==> config.mk <==
export PLATFORM = sky130hd
export DESIGN_NAME = btb_table
export DESIGN_NICKNAME = d
export VERILOG_FILES = /design/src/rtl/btb_pkg.sv /design/src/rtl/btb_sat_ctr.sv /design/src/rtl/btb_table.sv
export SDC_FILE = /design/constraint.sdc
export NUM_CORES = 1
export LEC_CHECK = 0
export BUFFER_PORTS_ARGS = -buffer_cell sky130_fd_sc_hd__buf_4
export CORE_MARGIN = 2
export CORE_UTILIZATION = 68
export CTS_CLUSTER_DIAMETER = 40
export DETAILED_ROUTE_END_ITERATION = 8
export GPL_ROUTABILITY_DRIVEN = 0
export PLACE_DENSITY = 0.95
export SLEW_MARGIN = 20
export SYNTH_ARGS = -nofsm -noshare
export SYNTH_HDL_FRONTEND = slang
export SYNTH_HIERARCHICAL = 1
export SYNTH_SLANG_ARGS = --single-unit
==> constraint.sdc <==
create_clock -name clk -period 6.3 [get_ports clk]
set_input_delay 0.63 -clock clk [delete_from_list [all_inputs] [get_ports clk]]
set_output_delay 0.63 -clock clk [all_outputs]
set_load 0.01 [all_outputs]
==> src/rtl/btb_pkg.sv <==
// Shared types and constants for the branch target buffer.
// Holds the 2-bit direction counter type, its reset/allocate values and the flush FSM states.
package btb_pkg;

  typedef logic [1:0] ctr_t;

  localparam ctr_t CTR_RESET = 2'd1;
  localparam ctr_t CTR_ALLOC = 2'd2;

  typedef enum logic {
    IDLE  = 1'b0,
    FLUSH = 1'b1
  } state_t;

endpackage

==> src/rtl/btb_sat_ctr.sv <==
// 2-bit saturating up/down counter, next-value logic only.
// The counter stops at 3 when incrementing and at 0 when decrementing.
module btb_sat_ctr
  import btb_pkg::*;
(
  input  ctr_t cur,
  input  logic taken,
  output ctr_t next
);

  always_comb begin
    next = cur;
    if (taken) begin
      if (cur != 2'd3) next = cur + 2'd1;
    end else begin
      if (cur != 2'd0) next = cur - 2'd1;
    end
  end

endmodule

==> src/rtl/btb_table.sv <==
// Direct-mapped branch target buffer with a 1-cycle registered lookup,
// update/allocate on branch resolution, and a one-entry-per-cycle flush walk.
//
//   state | meaning
//   IDLE  | normal operation: lookups hit/miss, updates write the table
//   FLUSH | clearing valid[r_flush_ptr] each cycle; lookups miss, updates dropped
module btb_table
  import btb_pkg::*;
#(
  parameter int WIDTH   = 16,
  parameter int ENTRIES = 16
) (
  input  logic             clk,
  input  logic             rst_n,
  input  logic             flush,
  output logic             busy,
  input  logic             lookup_req,
  input  logic [WIDTH-1:0] lookup_pc,
  output logic             resp_valid,
  output logic             hit,
  output logic             pred_taken,
  output logic [WIDTH-1:0] pred_target,
  input  logic             upd_valid,
  input  logic [WIDTH-1:0] upd_pc,
  input  logic [WIDTH-1:0] upd_target,
  input  logic             upd_taken
);

  localparam int IDX_W = $clog2(ENTRIES);
  localparam int TAG_W = WIDTH - IDX_W;
  localparam logic [IDX_W-1:0] LAST_IDX = IDX_W'(ENTRIES - 1);

  logic [ENTRIES-1:0] r_valid;
  logic [TAG_W-1:0]   r_tag    [ENTRIES];
  logic [WIDTH-1:0]   r_target [ENTRIES];
  ctr_t               r_ctr    [ENTRIES];

  state_t           r_state;
  state_t           w_state_nxt;
  logic [IDX_W-1:0] r_flush_ptr;
  logic             w_flush_clr;
  logic             w_upd_en;

  logic             r_resp_valid;
  logic             r_hit;
  logic             r_pred_taken;
  logic [WIDTH-1:0] r_pred_target;

  logic [IDX_W-1:0] w_lk_idx;
  logic [TAG_W-1:0] w_lk_tag;
  logic             w_lk_hit;
  logic [IDX_W-1:0] w_up_idx;
  logic [TAG_W-1:0] w_up_tag;
  logic             w_up_hit;
  ctr_t             w_ctr_next;

  assign w_lk_idx = lookup_pc[IDX_W-1:0];
  assign w_lk_tag = lookup_pc[WIDTH-1:IDX_W];
  assign w_lk_hit = r_valid[w_lk_idx] && (r_tag[w_lk_idx] == w_lk_tag);

  assign w_up_idx = upd_pc[IDX_W-1:0];
  assign w_up_tag = upd_pc[WIDTH-1:IDX_W];
  assign w_up_hit = r_valid[w_up_idx] && (r_tag[w_up_idx] == w_up_tag);

  btb_sat_ctr u_sat_ctr (
    .cur   (r_ctr[w_up_idx]),
    .taken (upd_taken),
    .next  (w_ctr_next)
  );

  always_ff @(posedge clk or negedge rst_n) begin
    if (!rst_n) begin
      r_state     <= IDLE;
      r_flush_ptr <= '0;
    end else begin
      r_state <= w_state_nxt;
      if (w_flush_clr) r_flush_ptr <= r_flush_ptr + 1'b1;
    end
  end

  // Flush takes priority over a same-cycle update; the walk starts on the next edge.
  always_comb begin
    w_state_nxt = r_state;
    w_flush_clr = 1'b0;
    w_upd_en    = 1'b0;
    case (r_state)
      IDLE: begin
        if (flush) w_state_nxt = FLUSH;
        else       w_upd_en    = upd_valid;
      end
      FLUSH: begin
        w_flush_clr = 1'b1;
        if (r_flush_ptr == LAST_IDX) w_state_nxt = IDLE;
      end
      default: w_state_nxt = IDLE;
    endcase
  end

  assign busy = (r_state == FLUSH);

  always_ff @(posedge clk or negedge rst_n) begin
    if (!rst_n) begin
      r_valid <= '0;
      for (int i = 0; i < ENTRIES; i++) begin
        r_tag[i]    <= '0;
        r_target[i] <= '0;
        r_ctr[i]    <= CTR_RESET;
      end
    end else begin
      if (w_upd_en) begin
        if (w_up_hit) begin
          r_ctr[w_up_idx] <= w_ctr_next;
          if (upd_taken) r_target[w_up_idx] <= upd_target;
        end else if (upd_taken) begin
          r_valid[w_up_idx]  <= 1'b1;
          r_tag[w_up_idx]    <= w_up_tag;
          r_target[w_up_idx] <= upd_target;
          r_ctr[w_up_idx]    <= CTR_ALLOC;
        end
      end
      if (w_flush_clr) r_valid[r_flush_ptr] <= 1'b0;
    end
  end

  // Response reads the table as it stood before this edge (read-before-write).
  always_ff @(posedge clk or negedge rst_n) begin
    if (!rst_n) begin
      r_resp_valid  <= 1'b0;
      r_hit         <= 1'b0;
      r_pred_taken  <= 1'b0;
      r_pred_target <= '0;
    end else begin
      r_resp_valid  <= lookup_req;
      r_hit         <= 1'b0;
      r_pred_taken  <= 1'b0;
      r_pred_target <= '0;
      if (lookup_req && (r_state == IDLE) && w_lk_hit) begin
        r_hit         <= 1'b1;
        r_pred_taken  <= r_ctr[w_lk_idx][1];
        r_pred_target <= r_target[w_lk_idx];
      end
    end
  end

  assign resp_valid  = r_resp_valid;
  assign hit         = r_hit;
  assign pred_taken  = r_pred_taken;
  assign pred_target = r_pred_target;

endmodule

* Word-level counts from Yosys, hierarchy flattened
Index checks and enable logic that the tools add are counted.
** Storage, ports and cells
- Word-level logic and storage cells :: 142
- Output and inout port bits :: 20
- Bits in registers :: 520
- Bits of input ports :: 54
** Cells by class
- Reductions and logical operators :: 12
- Bitwise operators :: 10
- Eq/ne operators :: 4
- Mux-type cells :: 50
- Order comparisons :: 8
- Add/subtract/negate cells :: 3
** Operator list (count)
- 256-bit bitwise mux :: 1
- 192-bit bitwise mux :: 1
- 16-bit two-way mux :: 8
- 12-bit binary-select mux with 4-bit select :: 2
- 16-bit binary-select mux with 4-bit select :: 1
- 16-bit demux with 4-bit select :: 1
- 32-bit two-way mux :: 2
- 12-bit two-way mux :: 5
- 12-bit demux with 4-bit select :: 1
- 16-bit bitwise AND :: 2
- 32-bit bitwise mux :: 1
- 16-bit NOT :: 2
- 16-bit OR :: 2
- 12-bit == test :: 2
- 2-bit binary-select mux with 4-bit select :: 2
- 2-bit two-way mux :: 8
- 4-bit by 5-bit less-than comparator with 1-bit output (second input constant) :: 3
- 1-bit two-way mux :: 11
- 5-bit greater-or-equal comparator (second input constant) :: 2
- 4-bit NOT with 5-bit output :: 2
- 1-bit binary-select mux with 4-bit select :: 2
- 1-bit demux with 4-bit select :: 2
- 2-bit demux with 4-bit select :: 1
- 4-bit by 1-bit greater-or-equal comparator with 1-bit output (second input constant) :: 2
- 12 further kinds :: 21

* Logic depth before layout (Yosys ltp)
- Depth in word-level cells :: 10
- Mapped depth :: 14
- Gate-level depth less buffers :: 8

* Cells and area by module
The synthesis kept the hierarchy.
** By module, submodules not included
- btb_table :: cells each 1874, times used 1, area an instance 26421.6 um2
- btb_sat_ctr :: cells each 3, times used 1, area an instance 26.3 um2

* Worst setup path after synthesis
No wires, ideal clock.
- Path kind :: input -> register
- From :: in upd_pc[0]
- To :: reg r_tag[184] (netlist name)
- Required time :: 6.175 ns
- Path slack :: 2.991 ns
- Arrival :: 3.184 ns
- Stages on the path :: 13
- Setup time :: 0.125 ns
- Cell sequence :: buf_6 > buf_6 > mux4_2 > mux2i_1 > xnor2_1 > nand2_1 > a2111oi_1 > and4b_4 > buf_6 > or2_1 > buf_6 > buf_6 > mux2_4
** Between the ends
- Cells in the longest elaborated chain, start to end :: 8
- Elaborated cells between the ends (all ways) :: 16
- Those cells by class :: 2 x order compare; 1 x eq/ne; 8 x mux; 2 x bitwise; 3 x reduce/logical
** Ends and longest elaborated chain
- start: declaration :: RTL line btb_table.sv:24 : input logic [WIDTH-1:0] upd_pc,
- 4-bit NOT with 5-bit output (implied by the code) :: RTL line btb_table.sv:63, btb_table.sv:116
- 12-bit binary-select mux with 4-bit select :: RTL line btb_table.sv:63 : assign w_up_hit = r_valid[w_up_idx] && (r_tag[w_up_idx] == w_up_tag);
- 12-bit two-way mux (implied by the code) (2 in series) :: RTL line btb_table.sv:63
- 12-bit == test :: RTL line btb_table.sv:63
- 1-bit logical AND :: RTL line btb_table.sv:63
- 1-bit NOT (no line)
- 3-bit AND reduction (no line)
- end signal: indexed assignment :: RTL line btb_table.sv:116 : r_tag[w_up_idx] <= w_up_tag;
- end: declaration :: RTL line btb_table.sv:34 : logic [TAG_W-1:0] r_tag [ENTRIES];
Several ways; a longest one is shown, not always the timed one. The select of a mux whose other input is x is not followed.
A chain may end at the register's enable or synchronous reset.

* Worst setup path in the final report
- From :: in upd_pc[1]
- To :: reg r_ctr[30] (netlist name)
** Between the ends
- Cells in the longest elaborated chain, start to end :: 9
- Elaborated cells between the ends (all ways) :: 30
- Those cells by class :: 2 x add/sub; 2 x order compare; 2 x eq/ne; 16 x mux; 3 x bitwise; 5 x reduce/logical
** Ends and longest elaborated chain
- 4-bit NOT with 5-bit output (implied by the code)
- 2-bit binary-select mux with 4-bit select (tied with other cells) :: RTL line btb_table.sv:66 : .cur (r_ctr[w_up_idx]),
- 2-bit two-way mux (implied by the code) or 1-bit logical AND (tied branches) :: RTL line btb_table.sv:66, btb_table.sv:112, btb_table.sv:118
- 2-bit two-way mux, on equally long branches :: RTL line btb_table.sv:66, btb_table.sv:112, btb_table.sv:118
- 2-bit by 1-bit subtractor with 2-bit output (tied with other cells) :: RTL line btb_sat_ctr.sv:16 : if (cur != 2'd0) next = cur - 2'd1;
- 2-bit two-way mux (tied with other cells) :: RTL line btb_sat_ctr.sv:16
- 2-bit two-way mux or 16-bit bitwise AND (tied branches)
- 32-bit bitwise mux or 32-bit two-way mux (tied branches) :: RTL line btb_table.sv:112, btb_table.sv:114
- 32-bit two-way mux :: RTL line btb_table.sv:111 : if (w_up_hit) begin
- end signal: indexed assignment :: RTL line btb_table.sv:112 : r_ctr[w_up_idx] <= w_ctr_next;
- end: declaration :: RTL line btb_table.sv:36 : ctr_t r_ctr [ENTRIES];
Several ways; a longest one is shown, not always the timed one. The select of a mux whose other input is x is not followed.

==> summary.txt <==
Run status
  • Status: complete, but fails checks
  • Failing checks: design-rule violations

Setup path
  • Required time of the critical path: 6.77 ns
  • Critical setup path kind: in2reg
  • CP Capture Type: flop
  • Crit path max-delay family: simple AND/OR/NAND/NOR gates
  • Critical Path Fanout Max: 57
  • Arrival time at the worst endpoint: 5.46 ns
  • Most frequent CP cell: buf_4
  • Worst path bufs/invs: 3
  • Crit path launch type: input pin
  • CP max stage delay: 0.86 ns
  • Worst-path cell chain: buf_4 > nor2b_2 > buf_4 > a22oi_1 > a211oi_1 > a211oi_1 > a2111oi_1 > and4b_4 > buf_4 > or2_1 > o21ai_0
  • Critical path's slowest cell: or2_1

Clocking
  • TritonCTS clock tree: done
  • Post-CTS Setup Inserts: 0
  • # resized after CTS: 0
  • Root buffer cell: clkbuf_16
  • Clk buf depth: 3
  • Clock sinks: 520
  • Htree depth: 3
  • Clk_lat worst skew: 0.61 ns
  • Clock slew at reported path FFs: 0.05 ns
  • CTS buffer count: 68
  • Cts hold-fix bufs: 0

Power
  • Leakage power: 13.9 nW
  • Clock power share: 44.0%
  • Gate power share: 12.6%
  • Seq pwr share: 43.4%
  • PwrDens: 308 nW/um^2
  • Final Power: 9.04 mW
  • Sw frac: 27.0%
  • Peak VDD IR: 0.000283 V
  • Internal: 6.60 mW
  • Psw: 2.44 mW

Finish
  • Final Util: 76.0%
  • Finished Cell Area: 29300 sq um
  • Share of cells above drive strength 1: 42.8%
  • Layout net count: 1930
  • Layout area overhead: 10.8%
  • Non-Filler Instances: 2441

Hold path
  • Class of the worst hold path: in2reg

Routing
  • Antenna viol nets, final: 0
  • Drt total wl: 78700 um
  • DRT iter0 DRCs: 2803
  • Via-per-instance ratio: 7.68
  • Vias: 18.7k
  • DRC viols: 9
  • TritonRoute pass-1 iters: 9
  • Post-DR wirelength/cell: 32.2 um

Floorplan
  • Die H: 201 um
  • Initial Utilization: 68.6%
  • Die width: 201 um
  • Row cnt: 72
  • Top Ports: 74
  • Die Area: 40500 sq um
  • Core area: 38600 sq um

Timing
  • Layout Skew: 0.0418 ns
  • Hold_ws: 0.154 ns
  • Fin crit period: 4.99 ns
  • Post-route setup TNS: 0 ns
  • Endpoints failing setup: 0
  • Worst Tran Pin Value: 1.19 ns
  • RSZ-0062 raised after global routing: no
  • Final Max Tran Viols: 0
  • Final Hold Viols: 0
  • Final Cycle Share: 79.2%
  • Final setup margin: 1.31 ns
  • Fmax achieved: 0.200 GHz
  • Rel. slew slack: 20.6%

Synth
  • Yosys cell types: 62
  • Syn Area/Cell: 14.1 sq um
  • Post-synth net total: 1935
  • EDFF count, synth: 0
  • Synth Register Bits: 520
  • Post-synthesis cell count: 1877
  • Main synth FF type: dfrtp_1
  • Register area share after synthesis: 49.3%
  • Synth Warn #: 6
  • Syn Std Cell Area: 26400 sq um
  • Async S/R FF share, synth: 100%

GRT
  • Vias in the first global route: 20.1k
  • Largest net degree at the start of global routing: 184
  • Initial antenna violation count: 3
  • First-pass GRT wire length: 122000 um
  • All-Layer GR Usage: 39.9%
  • Grt ovf: 0

Placement
  • Pre-CTS setup slack: 1.08 ns
  • DP Wirelength: 42900 um
  • Placed cell areas: 27000 sq um
  • Inst Count DP: 2319
  • Port bufs: 73

Run
  • Max-Cap Viols: 0
-- synth_stat cells, types with 3 or more instances --
library cell / n / area share [%]
a211oi_1: 4 / 0.11
a21oi_1: 53 / 1.0
a221oi_1: 4 / 0.13
a22o_1: 3 / 0.099
a22oi_1: 15 / 0.43
a31oi_1: 19 / 0.45
a41oi_1: 12 / 0.40
and3_1: 18 / 0.43
buf_1: 17 / 0.24
buf_2: 36 / 0.68
buf_4: 12 / 0.34
buf_6: 34 / 1.4
clkbuf_1: 91 / 1.3
dfrtp_1: 504 / 48
dfstp_2: 16 / 1.6
ha_1: 4 / 0.19
inv_1: 42 / 0.60
mux2_2: 322 / 14
mux2_4: 47 / 2.7
mux2i_1: 46 / 1.7
mux4_2: 194 / 17
nand2_1: 38 / 0.54
nand2b_1: 4 / 0.095
nand4_1: 3 / 0.071
nor2_1: 35 / 0.50
nor2b_1: 5 / 0.12
nor3_1: 10 / 0.19
o21a_1: 16 / 0.45
o21ai_0: 182 / 3.4
or2_1: 17 / 0.40
xnor2_1: 21 / 0.70
xor2_1: 11 / 0.36
-- worst paths after layout --
check / from / slack [ns] / to / cells after the start
max reg2reg: r_tag[149] / 1.93 / r_ctr[30] / 9
min: lookup_req / 0.15 / resp_valid / 1
min in group asynchronous: rst_n / 0.16 / r_ctr[29] / 1
min reg2reg: r_target[219] / 0.50 / r_target[219] / 1
max in group asynchronous: rst_n / 4.65 / r_target[102] / 3
max: upd_pc[1] / 1.31 / r_ctr[30] / 11
-- final cells by class --
type                    count  area [sq um]
diodes                      2          5.00
clock buffers              84          1860
clock inverters            35           444
fillers                  1963          9250
inverters                  44           165
multi-input cells        1121         12200
flip-flops and latches    520         13000
well taps                 518           648
repair buffers            117           937
-- worst reg2reg max path, stage by stage, from the launching register on --
cell       delay, ns
dfrtp_1         0.43
mux4_2          0.48
mux2i_1         0.17
xnor2_1         0.18
nand2_1         0.29
a2111oi_1       0.53
and4b_4         0.72
buf_4           0.35
or2_1           0.86
o21ai_0         0.24
-- flip-flops by register name (all words and copies together) (netlist names) --
name	cells
pred_taken	1
busy	1
r_valid	16
resp_valid	1
hit	1
pred_target	16
r_flush_ptr	4
r_target	256
r_ctr	32
r_tag	192
-- cell usage in the layout, fill, tap and decap left out, types with 6 or more instances in the layout --
master,count
a21oi_1,53
a22oi_1,15
a31oi_1,19
a41oi_1,12
and3_1,18
buf_4,112
bufinv_16,6
clkbuf_1,8
clkbuf_16,70
clkbuf_8,7
clkinv_2,7
clkinv_4,7
dfrtp_1,504
dfstp_2,16
inv_1,42
inv_6,7
mux2_2,322
mux2_4,47
mux2i_1,46
mux4_2,194
nand2_1,37
nor2_1,35
nor3_1,9
o21a_1,16
o21ai_0,182
or2_1,17
xnor2_1,21
xor2_1,11
-- power by group through the flow --
| stage | combinational [mW] | clock [mW] | sequential [mW] |
|---|---|---|---|
| after floorplan | 0.802 | 0 | 3.83 |
| after global placement | 1.01 | 0 | 3.90 |
| after detailed placement | 1.08 | 0 | 3.94 |
| after CTS | 1.12 | 3.98 | 3.90 |
| after global routing | 1.21 | 4.12 | 3.95 |
| final | 1.14 | 3.97 | 3.93 |
-- metal layers --
layer | global-route usage (%) | up-vias | share of wire [%]
li1 | - | 7023 | -
met1 | 49.6 | 9371 | 33
met2 | 61.0 | 1789 | 47
met3 | 13.8 | 558 | 13
met4 | 24.2 | 4 | 7.4
met5 | 0 | - | 0.032
-- kinds of logic after synthesis --
group / Yosys count / synth area share (%)
muxes: 609 / 34.6
xor gates and xnor gates: 32 / 1.06
DFF: 520 / 49.3
adders and majority gates: 6 / 0.274
and+or+nand+nor: 144 / 2.80
buffers and inverters: 236 / 4.66
AOI/OAI and AO/OA: 330 / 7.29
Power figures use the tool's default switching activity.
